$ cat src/rtl/uart_loop_engine.sv
// uart_loop_engine: rx word capture, transform, FIFO and paced tx handshake with loop statistics
module uart_loop_engine #(
  parameter int DATA_W = 8,
  parameter int DEPTH = 8,
  parameter int CNT_W = 16,
  parameter int BUSY_TO = 64
) (
  input  logic clk,
  input  logic rst,
  input  logic enable,
  input  logic [1:0] mode,
  input  logic [DATA_W-1:0] step,
  input  logic rx_valid,
  input  logic [DATA_W-1:0] rx_data,
  input  logic rx_error,
  input  logic tx_ready,
  output logic tx_send,
  output logic [DATA_W-1:0] tx_data,
  output logic [$clog2(DEPTH):0] fifo_count,
  output logic overflow,
  output logic [CNT_W-1:0] loop_count,
  output logic [CNT_W-1:0] err_count
);
  localparam int AW = $clog2(DEPTH);
  localparam int TW = $clog2(BUSY_TO + 1);
  localparam logic [AW:0] FULL = (AW+1)'(DEPTH);
  localparam logic [TW-1:0] TO_LAST = TW'(BUSY_TO - 1);
  typedef enum logic [1:0] {IDLE, WAIT_BUSY, WAIT_DONE} state_t;
  state_t state;
  logic [DATA_W-1:0] mem [DEPTH];
  logic [AW-1:0] wr_ptr, rd_ptr;
  logic [TW-1:0] timer;
  logic [DATA_W-1:0] ctr, cap_d, xf, push_d;
  logic rx_q, cap_v, rx_edge, gen, push, pop, push_ok;
  assign rx_edge = rx_valid & ~rx_q;
  assign xf = mode == 2'b01 ? rx_data + step : mode == 2'b10 ? ~rx_data : rx_data;
  assign gen = mode == 2'b11 && enable && state == IDLE && fifo_count == '0 && !cap_v;
  assign pop = state == IDLE && fifo_count != '0 && tx_ready && enable;
  assign push = cap_v | gen;
  assign push_d = cap_v ? cap_d : ctr;
  assign push_ok = push && (fifo_count != FULL || pop);
  always_ff @(posedge clk)
    if (push_ok) mem[wr_ptr] <= push_d;
  always_ff @(posedge clk or posedge rst) begin
    if (rst) begin
      rx_q <= 1'b0;
      cap_v <= 1'b0;
      cap_d <= '0;
      ctr <= '0;
      wr_ptr <= '0;
      rd_ptr <= '0;
      fifo_count <= '0;
      overflow <= 1'b0;
      err_count <= '0;
      loop_count <= '0;
      tx_send <= 1'b0;
      tx_data <= '0;
      timer <= '0;
      state <= IDLE;
    end else begin
      rx_q <= rx_valid;
      cap_v <= rx_edge && enable && mode != 2'b11 && !rx_error;
      cap_d <= xf;
      if (rx_edge && enable && rx_error && err_count != '1) err_count <= err_count + CNT_W'(1);
      if (gen) ctr <= ctr + step;
      if (push_ok) wr_ptr <= wr_ptr + AW'(1);
      if (pop) rd_ptr <= rd_ptr + AW'(1);
      if (push && !push_ok) overflow <= 1'b1;
      fifo_count <= fifo_count + (AW+1)'(push_ok) - (AW+1)'(pop);
      tx_send <= 1'b0;
      case (state)
        IDLE: if (pop) begin
          tx_send <= 1'b1;
          tx_data <= mem[rd_ptr];
          loop_count <= loop_count + CNT_W'(1);
          timer <= '0;
          state <= WAIT_BUSY;
        end
        WAIT_BUSY: if (!tx_ready) state <= WAIT_DONE;
          else if (timer == TO_LAST) state <= IDLE;
          else timer <= timer + TW'(1);
        WAIT_DONE: if (tx_ready) state <= IDLE;
        default: state <= IDLE;
      endcase
    end
  end
endmodule

$ cat config.mk
export PLATFORM = sky130hd
export DESIGN_NAME = uart_loop_engine
export DESIGN_NICKNAME = d
export VERILOG_FILES = /design/src/rtl/uart_loop_engine.sv
export SDC_FILE = /design/constraint.sdc
export NUM_CORES = 1
export LEC_CHECK = 0
export CAP_MARGIN = 40
export CORE_ASPECT_RATIO = 0.5
export CORE_MARGIN = 1.5
export CORE_UTILIZATION = 57
export CTS_CLUSTER_SIZE = 16
export DETAILED_ROUTE_END_ITERATION = 10
export PLACE_DENSITY = 0.8
export SYNTH_ARGS = -nofsm -noshare
export SYNTH_HDL_FRONTEND = slang
export SYNTH_SLANG_ARGS = --single-unit
$ cat constraint.sdc
create_clock -name clk -period 3.65 [get_ports clk]
set_input_delay 0.9125 -clock clk [delete_from_list [all_inputs] [get_ports clk]]
set_output_delay 0.9125 -clock clk [all_outputs]
set_load 0.05 [all_outputs]
==> results of run 1 <==
[sequential cells by signal, indices dropped and copies added, names as in the netlist]
signal,count
mem,64
err_count,16
loop_count,16
cap_d,8
ctr,8
tx_data,8
timer,7
fifo_count,4
rd_ptr,3
wr_ptr,3
state,2
cap_v,1
overflow,1
rx_q,1
tx_send,1
[cell families (layout without fill, tap and decap cells)]
kind of cell	Yosys count	count (layout)
muxes	37	37
AOI/OAI and AO/OA	65	65
DFF	143	143
and+or+nand+nor	146	146
buffers and inverters	39	141
adders and majority gates	28	28
xor gates and xnor gates	50	50
[Yosys cell counts (all sizes together), types with 2 or more instances]
| cell type | count |
|---|---|
| a211oi | 3 |
| a21o | 3 |
| a21oi | 13 |
| a31oi | 2 |
| and2 | 3 |
| and3 | 4 |
| and4 | 4 |
| buf | 9 |
| clkbuf | 7 |
| dfrtp | 79 |
| edfxtp | 64 |
| fa | 3 |
| ha | 25 |
| inv | 23 |
| mux2 | 10 |
| mux2i | 11 |
| mux4 | 16 |
| nand2 | 53 |
| nand2b | 9 |
| nand3 | 15 |
| nand4 | 12 |
| nor2 | 15 |
| nor2b | 6 |
| nor3 | 9 |
| nor3b | 5 |
| nor4 | 3 |
| o21ai | 33 |
| o31ai | 3 |
| or2 | 3 |
| or3 | 2 |
| xnor2 | 36 |
| xor2 | 14 |
[worst max path at each step]
stage | start | to | slack [ns] | cells past startpoint
after floorplan | enable | mem[2][0]$_DFFE_PP_ | 0.60 | 8
after global placement | enable | fifo_count[2]$_DFF_PP0_ | 0.16 | 13
after detailed placement | enable | fifo_count[1]$_DFF_PP0_ | 0.13 | 13
after CTS | enable | fifo_count[2]$_DFF_PP0_ | 0.56 | 13
after global routing | enable | fifo_count[2]$_DFF_PP0_ | 0.38 | 13
final | enable | fifo_count[2]$_DFF_PP0_ | 0.55 | 13
[cells in the final DEF, fill, tap and decap left out, drive strengths merged, types with 2 or more instances in the layout]
| cell | synthesis | routed |
|---|---|---|
| a211oi | 3 | 3 |
| a21o | 3 | 3 |
| a21oi | 13 | 13 |
| a31oi | 2 | 2 |
| and2 | 3 | 3 |
| and3 | 4 | 4 |
| and4 | 4 | 4 |
| buf | 9 | 17 |
| bufinv | 0 | 2 |
| clkbuf | 7 | 17 |
| clkdlybuf4s50 | 0 | 69 |
| clkinv | 0 | 7 |
| clkinvlp | 0 | 4 |
| dfrtp | 79 | 79 |
| edfxtp | 64 | 64 |
| fa | 3 | 3 |
| ha | 25 | 25 |
| inv | 23 | 25 |
| mux2 | 10 | 10 |
| mux2i | 11 | 11 |
| mux4 | 16 | 16 |
| nand2 | 53 | 53 |
| nand2b | 9 | 9 |
| nand3 | 15 | 15 |
| nand4 | 12 | 12 |
| nor2 | 15 | 15 |
| nor2b | 6 | 6 |
| nor3 | 9 | 9 |
| nor3b | 5 | 5 |
| nor4 | 3 | 3 |
| o21ai | 33 | 33 |
| o31ai | 3 | 3 |
| or2 | 3 | 3 |
| or3 | 2 | 2 |
| xnor2 | 36 | 36 |
| xor2 | 14 | 14 |
[power breakdown]
part	switching [uW]	leakage [uW]	internal, uW
combinational	980	0.00142	742
clock	681	0.000271	1000
sequential	281	0.00162	1970
[metal layers]
layer	vias to the layer above	part of all wire	global-route usage
met1	2090	0.48	0.323
met4	0	0.015	0.0914
met5	-	0	0
li1	2016	-	-
met2	128	0.45	0.341
met3	19	0.052	0.0551
[final cells by class]
cell class	count	area share
sequential	143	0.479
multi-input combinational	326	0.313
timing repair buffer	86	0.104
clock buffer	17	0.0522
tap	145	0.0223
clock inverter	15	0.0177
inverter	23	0.0114
[metrics by stage]
stage / cell area (um2) / hold slack, ns / cells
after floorplan: 6610 / 0.398 / 508
after global placement: 7550 / 0.420 / 722
after detailed placement: 7580 / 0.427 / 723
after CTS: 8150 / 0.443 / 755
after global routing: 8150 / 0.466 / 755
final: 8150 / 0.447 / 755
==> flow_metrics.env, run 1 <==
export IMPL_synthSimpleGateAreaFrac=0.117
export IMPL_grt_pass1_vias=4170
export IMPL_cts_tree="done"
export IMPL_synth_warnings=0
export IMPL_r2r_slack_ns=1.11
export IMPL_holdCritStartpoint="rx_q$_DFF_PP0_"
export IMPL_hold_path_depth=1
export IMPL_hold_viol=0
export IMPL_finalSetupViolations=0
export IMPL_synth_compound_area_frac=0.0585
export IMPL_cp_max_fo=3
export IMPL_synth_fa_ha_area_frac=0.0564
export IMPL_antenna_found_initial=0
export IMPL_netlist_area_um2=6610
export IMPL_worstRegToRegCells=12
export IMPL_routabilityCongestion=0.820
export IMPL_path_common_cell="inv_1"
export IMPL_clockBufferDepth=2
export IMPL_cts_root_buffer="clkbuf_16"
export IMPL_drt_iter0_drc=345
export IMPL_core_um2=11100
export IMPL_clock_latency_ns=0.42
export IMPL_drt_pass1_iterations=5
export IMPL_tightest_slew_ns=0.950
export IMPL_nets=649
export IMPL_overflow=0
export IMPL_path_cells="clkdlybuf4s50_1, nor3b_2, a21bo_1, or2_1, inv_6, o22a_4, inv_1, ha_1, inv_1, ha_1, inv_1, fa_1, xnor2_1"
export IMPL_area_delta_synth_final_pct=23.2
export IMPL_drc=0
export IMPL_muxShareOfSynthArea=0.0882
export IMPL_port_buffers=69
export IMPL_ys_types=51
export IMPL_period_needed_ns=3.10
export IMPL_synthCells=508
export IMPL_tns_ns=0
export IMPL_htreeDepth=4
export IMPL_fmax_mhz=322
export IMPL_synth_edf_count=64
export IMPL_slew_headroom=0.360
export IMPL_ios=70
export IMPL_postCtsSetupBuffers=0
export IMPL_initial_utilization=0.593
export IMPL_hold_class="register to register"
export IMPL_synth_xor_area_share=0.0662
export IMPL_required_ns=3.95
export IMPL_avgSynthCellArea_um2=13.0
export IMPL_synth_yosys_seq_area_share=0.590
export IMPL_cp_top_family="adder cells"
export IMPL_fill_cells=735
export IMPL_grt_util_all_layers=0.228
export IMPL_crit_path_end_kind="register"
export IMPL_grt_max_degree=46
export IMPL_cp_start_kind="input port"
export IMPL_synth_top_family_by_area="simple AND/OR/NAND/NOR gates"
export IMPL_run_status="finished clean"
export IMPL_grt_pass1_wl_um=21100
export IMPL_register_area_um2=3900
export IMPL_synth_seq_cells=143
export IMPL_final_core_util=0.731
export IMPL_finalPower_uw=5650
export IMPL_clk_pin_slew_worst_paths_ns=0.07
export IMPL_p_per_area_nw_per_um2=694
export IMPL_cts_resized=0
export IMPL_hpwl_um=8720
export IMPL_synthesis_nets=560
export IMPL_clock_sinks=143
export IMPL_cts_hold_buf=0
export IMPL_cp_arrival_ns=3.40
export IMPL_fin_ws_ns=0.548
export IMPL_p_leak_uw=0.00331
export IMPL_synth_top_cell_area_share=0.299
export IMPL_die_h_um=79.2
export IMPL_slowest_delay_ns=0.50
export IMPL_synth_area_top_cells="dfrtp_1 30%, edfxtp_1 29%, mux4_2 5.4%"
export IMPL_totalWireLength_um=12800
export IMPL_maxCapViolCount=0
export IMPL_rows=27
export IMPL_hold_end="cap_v$_DFF_PP0_"
export IMPL_multi_input_area_um2=2550
export IMPL_crit_reg2reg_launch="state[1]$_DFFE_PP0P_"
export IMPL_avgRoutedWirePerCell_um=17.0
export IMPL_ant_nets=0
export IMPL_via_per_inst=5.63
export IMPL_ir_drop_v=0.000313
export IMPL_reg2reg_to="fifo_count[2]$_DFF_PP0_"
export IMPL_cts_buffers=17
export IMPL_path_buf_inv=5
export IMPL_ys_flop_type="dfrtp_1"
export IMPL_async_reset_ff_frac=0.552
export IMPL_fin_crit_sh=0.850
export IMPL_layout_drive_gt1_share=0.138
export IMPL_yosys_area_top_type="dfrtp_1"
export IMPL_rsz0062_at_grt="no"
export IMPL_die_area_um2=12300
export IMPL_worst_setup_path_type="input port to register"
export IMPL_skew_ns=0.0111
export IMPL_route_vias_total=4253
export IMPL_pre_cts_ws_ns=0.128
export IMPL_crit_path_top_delay_cell="clkdlybuf4s50_1"
export IMPL_num_antenna_cells=0
export IMPL_die_w_um=155
export IMPL_drv_slew=0
Power figures use the tool's default switching activity.
==> run 2, diff against run 1 <==
--- a/config.mk
+++ b/config.mk
@@ -8,10 +8,10 @@
 export CAP_MARGIN = 40
 export CORE_ASPECT_RATIO = 0.5
 export CORE_MARGIN = 1.5
-export CORE_UTILIZATION = 57
+export CORE_UTILIZATION = 51
 export CTS_CLUSTER_SIZE = 16
 export DETAILED_ROUTE_END_ITERATION = 10
-export PLACE_DENSITY = 0.8
+export PLACE_DENSITY = 0.76
 export SYNTH_ARGS = -nofsm -noshare
 export SYNTH_HDL_FRONTEND = slang
 export SYNTH_SLANG_ARGS = --single-unit
==> constraint.sdc (replaced) <==
create_clock -name clk -period 2.75 [get_ports clk]
set_input_delay 0.6875 -clock clk [delete_from_list [all_inputs] [get_ports clk]]
set_output_delay 0.6875 -clock clk [all_outputs]
set_load 0.05 [all_outputs]
==> flow_metrics.env, run 2 (same netlist as run 1, synthesis figures left out) <==
export IMPL_crit_path_top_delay_cell="fa_2"
export IMPL_htreeDepth=4
export IMPL_rsz0062_at_grt="no"
export IMPL_port_buffers=69
export IMPL_die_w_um=164
export IMPL_final_core_util=0.661
export IMPL_routabilityCongestion=0.810
export IMPL_drv_slew=0
export IMPL_die_area_um2=13700
export IMPL_cts_tree="done"
export IMPL_grt_max_degree=45
export IMPL_multi_input_area_um2=2600
export IMPL_fmax_mhz=384
export IMPL_p_leak_uw=0.00343
export IMPL_path_cells="clkdlybuf4s50_1, and2_1, nand4_1, a21oi_1, o22a_4, inv_2, ha_4, inv_2, ha_4, inv_2, fa_2, inv_1"
export IMPL_drt_iter0_drc=291
export IMPL_cts_hold_buf=0
export IMPL_initial_utilization=0.522
export IMPL_tightest_slew_ns=0.779
export IMPL_grt_pass1_wl_um=21300
export IMPL_layout_drive_gt1_share=0.186
export IMPL_clk_pin_slew_worst_paths_ns=0.06
export IMPL_route_vias_total=4237
export IMPL_cts_root_buffer="clkbuf_16"
export IMPL_layout_common_cells="76 x dfrtp_1, 68 x clkdlybuf4s50_1, 64 x edfxtp_1, 52 x nand2_1"
export IMPL_reg_top3="mem x64, err_count x16, loop_count x16"
export IMPL_totalWireLength_um=12800
export IMPL_overflow=0
export IMPL_slowest_delay_ns=0.52
export IMPL_fin_ws_ns=0.147
export IMPL_clockBufferDepth=2
export IMPL_largest_register_ffs=64
export IMPL_skew_ns=0.0104
export IMPL_register_area_um2=3900
export IMPL_ant_nets=0
export IMPL_hold_class="register to register"
export IMPL_final_common_cell="dfrtp_1"
export IMPL_clock_sinks=143
export IMPL_cp_max_fo=2
export IMPL_largest_register="mem"
export IMPL_clock_latency_ns=0.41
export IMPL_fill_cells=921
export IMPL_hold_path_depth=1
export IMPL_drc=0
export IMPL_avgRoutedWirePerCell_um=16.0
export IMPL_worstRegToRegCells=13
export IMPL_cp_start_kind="input port"
export IMPL_worst_path_stages=12
export IMPL_ir_drop_v=0.000500
export IMPL_run_status="finished clean"
export IMPL_path_buf_inv=5
export IMPL_crit_path_end_kind="register"
export IMPL_hold_viol=0
export IMPL_stdcell_area_um2=8370
export IMPL_num_antenna_cells=0
export IMPL_cts_buffers=17
export IMPL_fin_crit_sh=0.947
export IMPL_timing_hold_ws_ns=0.438
export IMPL_cp_arrival_ns=2.91
export IMPL_worst_setup_path_type="input port to register"
export IMPL_finalSetupViolations=0
export IMPL_grt_pass1_vias=4282
export IMPL_hpwl_um=8840
export IMPL_path_common_cell="inv_2"
export IMPL_required_ns=3.06
export IMPL_final_cells=800
export IMPL_antenna_found_initial=0
export IMPL_rows=29
export IMPL_period_needed_ns=2.60
export IMPL_nets=669
export IMPL_die_h_um=83.5
export IMPL_maxCapViolCount=0
export IMPL_slew_headroom=0.475
export IMPL_drt_pass1_iterations=4
export IMPL_via_per_inst=5.30
export IMPL_area_delta_synth_final_pct=26.5
export IMPL_p_per_area_nw_per_um2=896
export IMPL_core_um2=12700
export IMPL_grt_util_all_layers=0.205
export IMPL_post_dp_cell_area_um2=7780
export IMPL_ios=70
export IMPL_placedCellCount=767
export IMPL_pre_cts_ws_ns=-0.506
export IMPL_cp_top_family="adder cells"
## run 2: cell count changes in the layout (fill, tap and decap cells not counted), sizes merged
cell,previous run,this run
inv,25,24
buf,17,37
dlymetal6s2s,0,1
clkbuf,17,23
bufinv,2,1
clkinv,7,6
clkdlybuf4s50,69,68
clkinvlp,4,1
## run 2: worst paths after layout
check	startpoint	end	slack [ns]
setup / recovery	mode[0]	fifo_count[1]$_DFF_PP0_	0.15
max in group asynchronous	rst	tx_data[1]$_DFFE_PP0P_	1.55
hold / removal	rx_q$_DFF_PP0_	cap_v$_DFF_PP0_	0.44
setup reg to reg	fifo_count[2]$_DFF_PP0_	fifo_count[1]$_DFF_PP0_	0.31
hold reg to reg	rx_q$_DFF_PP0_	cap_v$_DFF_PP0_	0.44
min in group asynchronous	rst	fifo_count[1]$_DFF_PP0_	0.61
## run 2: repair_timing
item,in CTS,in global routing
buffers inserted,1,0
hold endpoints to repair,0,0
setup endpoints to repair,2,2
pin swaps,1,1
resized for setup,1,1
## run 2: report_power, final
group / total (uW) / switching (uW) / internal (uW)
logic: 2320 / 1330 / 998
clock network: 2210 / 844 / 1370
registers: 2960 / 344 / 2610
## run 2: layout make-up
type | instances | area share
Clock buffer | 23 | 0.0597
Clock inverter | 9 | 0.00942
Inverter | 23 | 0.0111
Multi-Input combinational cell | 326 | 0.310
Sequential cell | 143 | 0.466
Tap cell | 170 | 0.0254
Timing Repair Buffer | 106 | 0.118
## run 2: through the flow
step	TNS, ns	power [uW]
final	0	7490
after global routing	0	7880
after CTS	0	7560
after detailed placement	-20.22	5320
after global placement	-16.35	5240
after floorplan	-1.04	4580
## run 2: per-layer routing
metal,track usage,share of wire,vias up
li1,-,-,2064
met3,0.0427,0.043,11
met1,0.292,0.48,2066
met2,0.317,0.46,96
met4,0.0661,0.012,0
met5,0,0,-
